## src/rtl/ysyx_22040931_ifu_pkg.sv

```systemverilog
// Shared types and constants for the ysyx_22040931 fetch unit.
// Holds the FSM state encoding, instruction width and default reset PC.
package ysyx_22040931_ifu_pkg;

  localparam int          INST_W       = 32;
  localparam logic [63:0] IFU_RESET_PC = 64'h8000_0000;

  typedef enum logic [1:0] {
    IFU_REQ  = 2'd0,
    IFU_WAIT = 2'd1,
    IFU_HOLD = 2'd2
  } ifu_state_e;

endpackage

```

## src/rtl/ysyx_22040931_ifu_pcreg.sv

```systemverilog
// Program counter register: async active-low reset to RESET_PC, loads d_i when ld_i.
// Single-cycle update, no handshake.
module ysyx_22040931_PcReg #(
  parameter int                ADDR_W   = 64,
  parameter logic [ADDR_W-1:0] RESET_PC = '0
) (
  input  logic              clk,
  input  logic              rst_n,
  input  logic              ld_i,
  input  logic [ADDR_W-1:0] d_i,
  output logic [ADDR_W-1:0] q_o
);

  always_ff @(posedge clk or negedge rst_n) begin
    if (!rst_n) begin
      q_o <= RESET_PC;
    end else if (ld_i) begin
      q_o <= d_i;
    end
  end

endmodule

```

## src/rtl/ysyx_22040931_ifu.sv

```systemverilog
// Fetch unit: one outstanding imem fetch, registered instr/pc towards decode with redirect support.
// Accept at t, response at t+k, out_valid at t+k+1; held stable while out_ready is low.
module ysyx_22040931_ifu
  import ysyx_22040931_ifu_pkg::*;
#(
  parameter int                ADDR_W   = 64,
  parameter logic [ADDR_W-1:0] RESET_PC = ADDR_W'(IFU_RESET_PC)
) (
  input  logic              clk,
  input  logic              rst_n,
  output logic              imem_req_valid,
  input  logic              imem_req_ready,
  output logic [ADDR_W-1:0] imem_req_addr,
  input  logic              imem_rsp_valid,
  input  logic [INST_W-1:0] imem_rsp_data,
  output logic              out_valid,
  input  logic              out_ready,
  output logic [INST_W-1:0] out_instr,
  output logic [ADDR_W-1:0] out_pc,
  input  logic              redirect_valid,
  input  logic [ADDR_W-1:0] redirect_pc
);

  ifu_state_e        state_q, state_d;
  logic              live_q;
  logic              drop_q, drop_d;
  logic [ADDR_W-1:0] pend_pc_q, pend_pc_d;
  logic              out_valid_q, out_valid_d;
  logic [INST_W-1:0] out_instr_q, out_instr_d;
  logic [ADDR_W-1:0] out_pc_q, out_pc_d;
  logic [ADDR_W-1:0] pc_q, pc_d;
  logic              pc_ld;
  logic [ADDR_W-1:0] redir_tgt;
  logic              req_fire;

  assign redir_tgt = redirect_pc & ~ADDR_W'(3);

  // live_q keeps the request low in the reset cycle even though the state is already REQ.
  assign imem_req_valid = live_q && (state_q == IFU_REQ);
  assign imem_req_addr  = pc_q;
  assign req_fire       = imem_req_valid && imem_req_ready;

  assign out_valid = out_valid_q;
  assign out_instr = out_instr_q;
  assign out_pc    = out_pc_q;

  ysyx_22040931_PcReg #(
    .ADDR_W   (ADDR_W),
    .RESET_PC (RESET_PC)
  ) u_pc (
    .clk   (clk),
    .rst_n (rst_n),
    .ld_i  (pc_ld),
    .d_i   (pc_d),
    .q_o   (pc_q)
  );

  always_comb begin
    state_d     = state_q;
    drop_d      = drop_q;
    pend_pc_d   = pend_pc_q;
    out_valid_d = out_valid_q;
    out_instr_d = out_instr_q;
    out_pc_d    = out_pc_q;
    pc_ld       = 1'b0;
    pc_d        = pc_q + ADDR_W'(4);
    case (state_q)
      IFU_REQ: begin
        if (redirect_valid) begin
          pend_pc_d = redir_tgt;
          drop_d    = 1'b1;
        end
        if (req_fire) state_d = IFU_WAIT;
      end
      IFU_WAIT: begin
        if (imem_rsp_valid) begin
          if (!drop_q && !redirect_valid) begin
            out_instr_d = imem_rsp_data;
            out_pc_d    = pc_q;
            out_valid_d = 1'b1;
            state_d     = IFU_HOLD;
          end else begin
            // A same-cycle redirect is newer than anything already pending.
            pc_ld   = 1'b1;
            pc_d    = redirect_valid ? redir_tgt : pend_pc_q;
            drop_d  = 1'b0;
            state_d = IFU_REQ;
          end
        end else if (redirect_valid) begin
          pend_pc_d = redir_tgt;
          drop_d    = 1'b1;
        end
      end
      IFU_HOLD: begin
        if (out_ready) begin
          out_valid_d = 1'b0;
          pc_ld       = 1'b1;
          pc_d        = redirect_valid ? redir_tgt : pc_q + ADDR_W'(4);
          state_d     = IFU_REQ;
        end else if (redirect_valid) begin
          out_valid_d = 1'b0;
          pc_ld       = 1'b1;
          pc_d        = redir_tgt;
          state_d     = IFU_REQ;
        end
      end
      default: state_d = IFU_REQ;
    endcase
  end

  always_ff @(posedge clk or negedge rst_n) begin
    if (!rst_n) begin
      state_q     <= IFU_REQ;
      live_q      <= 1'b0;
      drop_q      <= 1'b0;
      pend_pc_q   <= '0;
      out_valid_q <= 1'b0;
      out_instr_q <= '0;
      out_pc_q    <= '0;
    end else begin
      state_q     <= state_d;
      live_q      <= 1'b1;
      drop_q      <= drop_d;
      pend_pc_q   <= pend_pc_d;
      out_valid_q <= out_valid_d;
      out_instr_q <= out_instr_d;
      out_pc_q    <= out_pc_d;
    end
  end

endmodule

```

## config.mk

```make
export PLATFORM = sky130hd
export DESIGN_NAME = ysyx_22040931_ifu
export DESIGN_NICKNAME = d
export VERILOG_FILES = /design/src/rtl/ysyx_22040931_ifu_pkg.sv /design/src/rtl/ysyx_22040931_ifu_pcreg.sv /design/src/rtl/ysyx_22040931_ifu.sv
export SDC_FILE = /design/constraint.sdc
export NUM_CORES = 1
export LEC_CHECK = 0
export ABC_AREA = 0
export CAP_MARGIN = 20
export CORE_MARGIN = 1
export CORE_UTILIZATION = 54
export CTS_CLUSTER_DIAMETER = 60
export CTS_CLUSTER_SIZE = 40
export DETAILED_ROUTE_END_ITERATION = 10
export PLACE_DENSITY = 0.84
export SYNTH_ARGS = -nofsm -noshare
export SYNTH_HDL_FRONTEND = slang
export SYNTH_SLANG_ARGS = --single-unit
```

## constraint.sdc

```tcl
create_clock -name clk -period 4.7 [get_ports clk]
set_clock_uncertainty 0.15 [all_clocks]
set_input_delay 0.705 -clock clk [delete_from_list [all_inputs] [get_ports clk]]
set_output_delay 0.705 -clock clk [all_outputs]
set_load 0.01 [all_outputs]
```

==> reports/qor.json <==
{
  "outcome": "finished, final reports clean",
  "multi_input_comb_area_um2": 5050,
  "tritoncts_num_sinks": 229,
  "finalWeightedCongestion": 0.852,
  "clockRootBuffer": "sky130_fd_sc_hd__clkbuf_16",
  "worst_slew_margin_rel_pct": 35.9,
  "worstMarginPinSlew_ns": 0.961,
  "dr.pass1.iters": 5,
  "ctsHtreeMaxLevel": 1,
  "maxCapViolCount": 0,
  "number_of_vias_per_cell": 6.24,
  "worst_setup_path_end_kind": "register",
  "number_of_enable_type_register_cells_in_the_synthesized_netlist": 0,
  "io_pins": 264,
  "cell_area_after_synthesis_um2": 11100,
  "ys.flop_type": "sky130_fd_sc_hd__dfrtp_1",
  "report.power.total_uw": 8890,
  "slew_viol_final": 0,
  "first_iter_violations": 764,
  "detail-route-antenna-nets": 0,
  "via_count_of_the_first_global_routing_pass": 9180,
  "synthDominantAreaCellType": "sky130_fd_sc_hd__dfrtp_1",
  "yosys_register_bits": 229,
  "design.core.area_um2": 20200,
  "grt_pass1_wl_um": 49400,
  "worst_ir_drop_vdd_v": 0.000450,
  "setup.worst_path.class": "in -> reg",
  "worst_skew_pair.late_latency_ns": 0.51,
  "seq_area_frac_synth_pct": 51.7,
  "grt-ovfl-total": 0,
  "grt_setup_unrepaired": "no",
  "synthTopCellsByArea": "sky130_fd_sc_hd__dfrtp_1 (51%), sky130_fd_sc_hd__mux2_2 (16%), sky130_fd_sc_hd__a22oi_1 (2.5%)",
  "avgSynthCellArea_um2": 11.5,
  "post-route-period-util_pct": 73.1,
  "hold_ws_ns": 0.105,
  "critical_path_required_ns": 5.00,
  "totalNegativeSetupSlack_ns": 0,
  "synth.top_cells.by_count": "sky130_fd_sc_hd__dfrtp_1 (228), sky130_fd_sc_hd__mux2_2 (159), sky130_fd_sc_hd__nand2_1 (63), sky130_fd_sc_hd__clkbuf_1 (49), sky130_fd_sc_hd__o21ai_0 (42)",
  "synth.most_common_cell": "sky130_fd_sc_hd__dfrtp_1",
  "synth_largest_type_area_fraction_pct": 51.4,
  "postLayoutCoreUtil_pct": 72.2,
  "cts_buffer_depth": 3,
  "critical_path_peak_fanout": 14,
  "arrival_time_at_the_worst_endpoint_ns": 3.73,
  "timing.fmax_mhz": 291,
  "synth_cell_types": 76,
  "tritoncts": "done",
  "setup_violations": 0,
  "post-route-min-period_ns": 3.44,
  "p_leak_uw": 0.00579,
  "post-dp-hpwl_um": 21000,
  "design.final.nets": 1295,
  "number_of_antenna_violations_at_the_first_check_in_global_routing": 0,
  "insertedDiodeCount": 0,
  "growth_of_design_area_from_synthesis_to_finish_pct": 31.3,
  "remaining_drc_errors": 0,
  "cts.repair.resized": 0,
  "chipWidth_um": 145,
  "synthesis.instances": 964,
  "postSynth.asyncResetShare_pct": 100,
  "total_global_route_track_usage_pct": 29.2,
  "pwr_density_cell_nw_per_um2": 610,
  "design.die.area_um2": 21100,
  "report.final.hold_viol_count": 0,
  "cts_hold_repair.buffers": 0,
  "postCtsSetupBuffers": 0,
  "start_util_pct": 55.0,
  "die_y_um": 145,
  "start_kind": "primary input",
  "io_buffer_count": 261,
  "yosysWarnings": 0,
  "wl_um": 30900,
  "grt_max_degree": 116,
  "min-delay-path-class": "in -> async",
  "layout-drive-gt1-share_pct": 19.5,
  "fill_cells": 1407,
  "clk_pin_slew_worst_paths_ns": 0.09,
  "std_cell_rows": 52,
  "synth.net_count": 1070,
  "register_area_um2": 5730,
  "cts_made_buffers": 18,
  "drt-wirelength-per-cell_um": 21.0,
  "routed_via_count": 9177
}
==> per-layer routing <==
metal  part of all wire (%)  global-route usage [%]  up-vias
li1                       -                       -     4133
met5                      0                       0        -
met4                    2.6                    9.89        0
met3                    7.3                    4.55       60
met2                     48                    48.5      443
met1                     42                    39.4     4541
==> flip-flops by register name, indices dropped and copies added (netlist names) <==
| name | flops |
|---|---|
| pend_pc_q | 64 |
| live_q | 1 |
| out_pc | 64 |
| state_q | 2 |
| out_instr | 32 |
| out_valid | 1 |
| u_pc.q_o | 64 |
| drop_q | 1 |
==> cell type report <==
| class | instances | area share, % |
|---|---|---|
| Clock inverter | 11 | 0.919 |
| Clock buffer | 20 | 3.36 |
| Multi-Input combinational cell | 650 | 34.7 |
| Timing Repair Buffer | 276 | 19.0 |
| Tap cell | 270 | 2.32 |
| Sequential cell | 229 | 39.3 |
| Inverter | 14 | 0.361 |
==> cells in the final DEF, fill, tap and decap left out, types with 12 or more instances in the layout <==
master                            count
sky130_fd_sc_hd__inv_1               13
sky130_fd_sc_hd__nand4_1             26
sky130_fd_sc_hd__clkbuf_16           19
sky130_fd_sc_hd__a21oi_1             24
sky130_fd_sc_hd__nor3_1              19
sky130_fd_sc_hd__nand3_1             29
sky130_fd_sc_hd__or3_1               14
sky130_fd_sc_hd__clkdlybuf4s50_1    260
sky130_fd_sc_hd__buf_4               12
sky130_fd_sc_hd__dfrtp_1            228
sky130_fd_sc_hd__o21ai_0             42
sky130_fd_sc_hd__a22oi_1             37
sky130_fd_sc_hd__nor4_1              12
sky130_fd_sc_hd__nor2_1              26
sky130_fd_sc_hd__mux2_2             159
sky130_fd_sc_hd__nand2_1             62
sky130_fd_sc_hd__a22o_1              13
sky130_fd_sc_hd__o211ai_1            13
==> final timing paths <==
| path | start | end | slack, ns | cells after the start |
|---|---|---|---|---|
| worst max-delay path | redirect_valid | u_pc.q_o[47]$_DFFE_PN0P_ | 1.26 | 7 |
| worst min-delay path | rst_n | out_instr[6]$_DFFE_PN0P_ | 0.10 | 1 |
| worst max register to register | state_q[1]$_DFFE_PN0P_ | u_pc.q_o[47]$_DFFE_PN0P_ | 1.55 | 8 |
| worst min register to register | pend_pc_q[1]$_DFFE_PN0P_ | pend_pc_q[1]$_DFFE_PN0P_ | 0.35 | 1 |
| max in group asynchronous | rst_n | out_instr[18]$_DFFE_PN0P_ | 3.25 | 2 |
| min in group clk | pend_pc_q[1]$_DFFE_PN0P_ | pend_pc_q[1]$_DFFE_PN0P_ | 0.35 | 1 |
==> critical path: stages <==
cell,delay (ns)
sky130_fd_sc_hd__clkdlybuf4s50_1,0.85
sky130_fd_sc_hd__buf_4,0.27
sky130_fd_sc_hd__o211a_1,0.23
sky130_fd_sc_hd__o21a_1,0.52
sky130_fd_sc_hd__nand2_1,0.45
sky130_fd_sc_hd__or4_1,0.60
sky130_fd_sc_hd__nand3_1,0.09
==> per-stage QoR <==
stage                     cell area [µm²]  setup slack (ns)  std cells
after global routing                14600              1.15       1470
after CTS                           14600              1.33       1470
final                               14600              1.26       1470
after floorplan                     11100              2.24        964
after global placement              13900             0.863       1439
after detailed placement            13900             0.803       1439
==> where the power goes <==
part,internal [µW],switching (µW)
Sequential,2830,779
Combinational,2070,1590
Clock,806,819
==> cell families after synthesis <==
kind of cell,after synthesis,synth area share (%)
and+or+nand+nor,252,12.9
AOI/OAI and AO/OA,233,15.6
DFF,229,51.7
adders and majority gates,4,0.451
muxes,160,16.2
other,1,0.0338
buffers and inverters,85,3.11
Note: power is estimated with default switching activity, not from simulation.
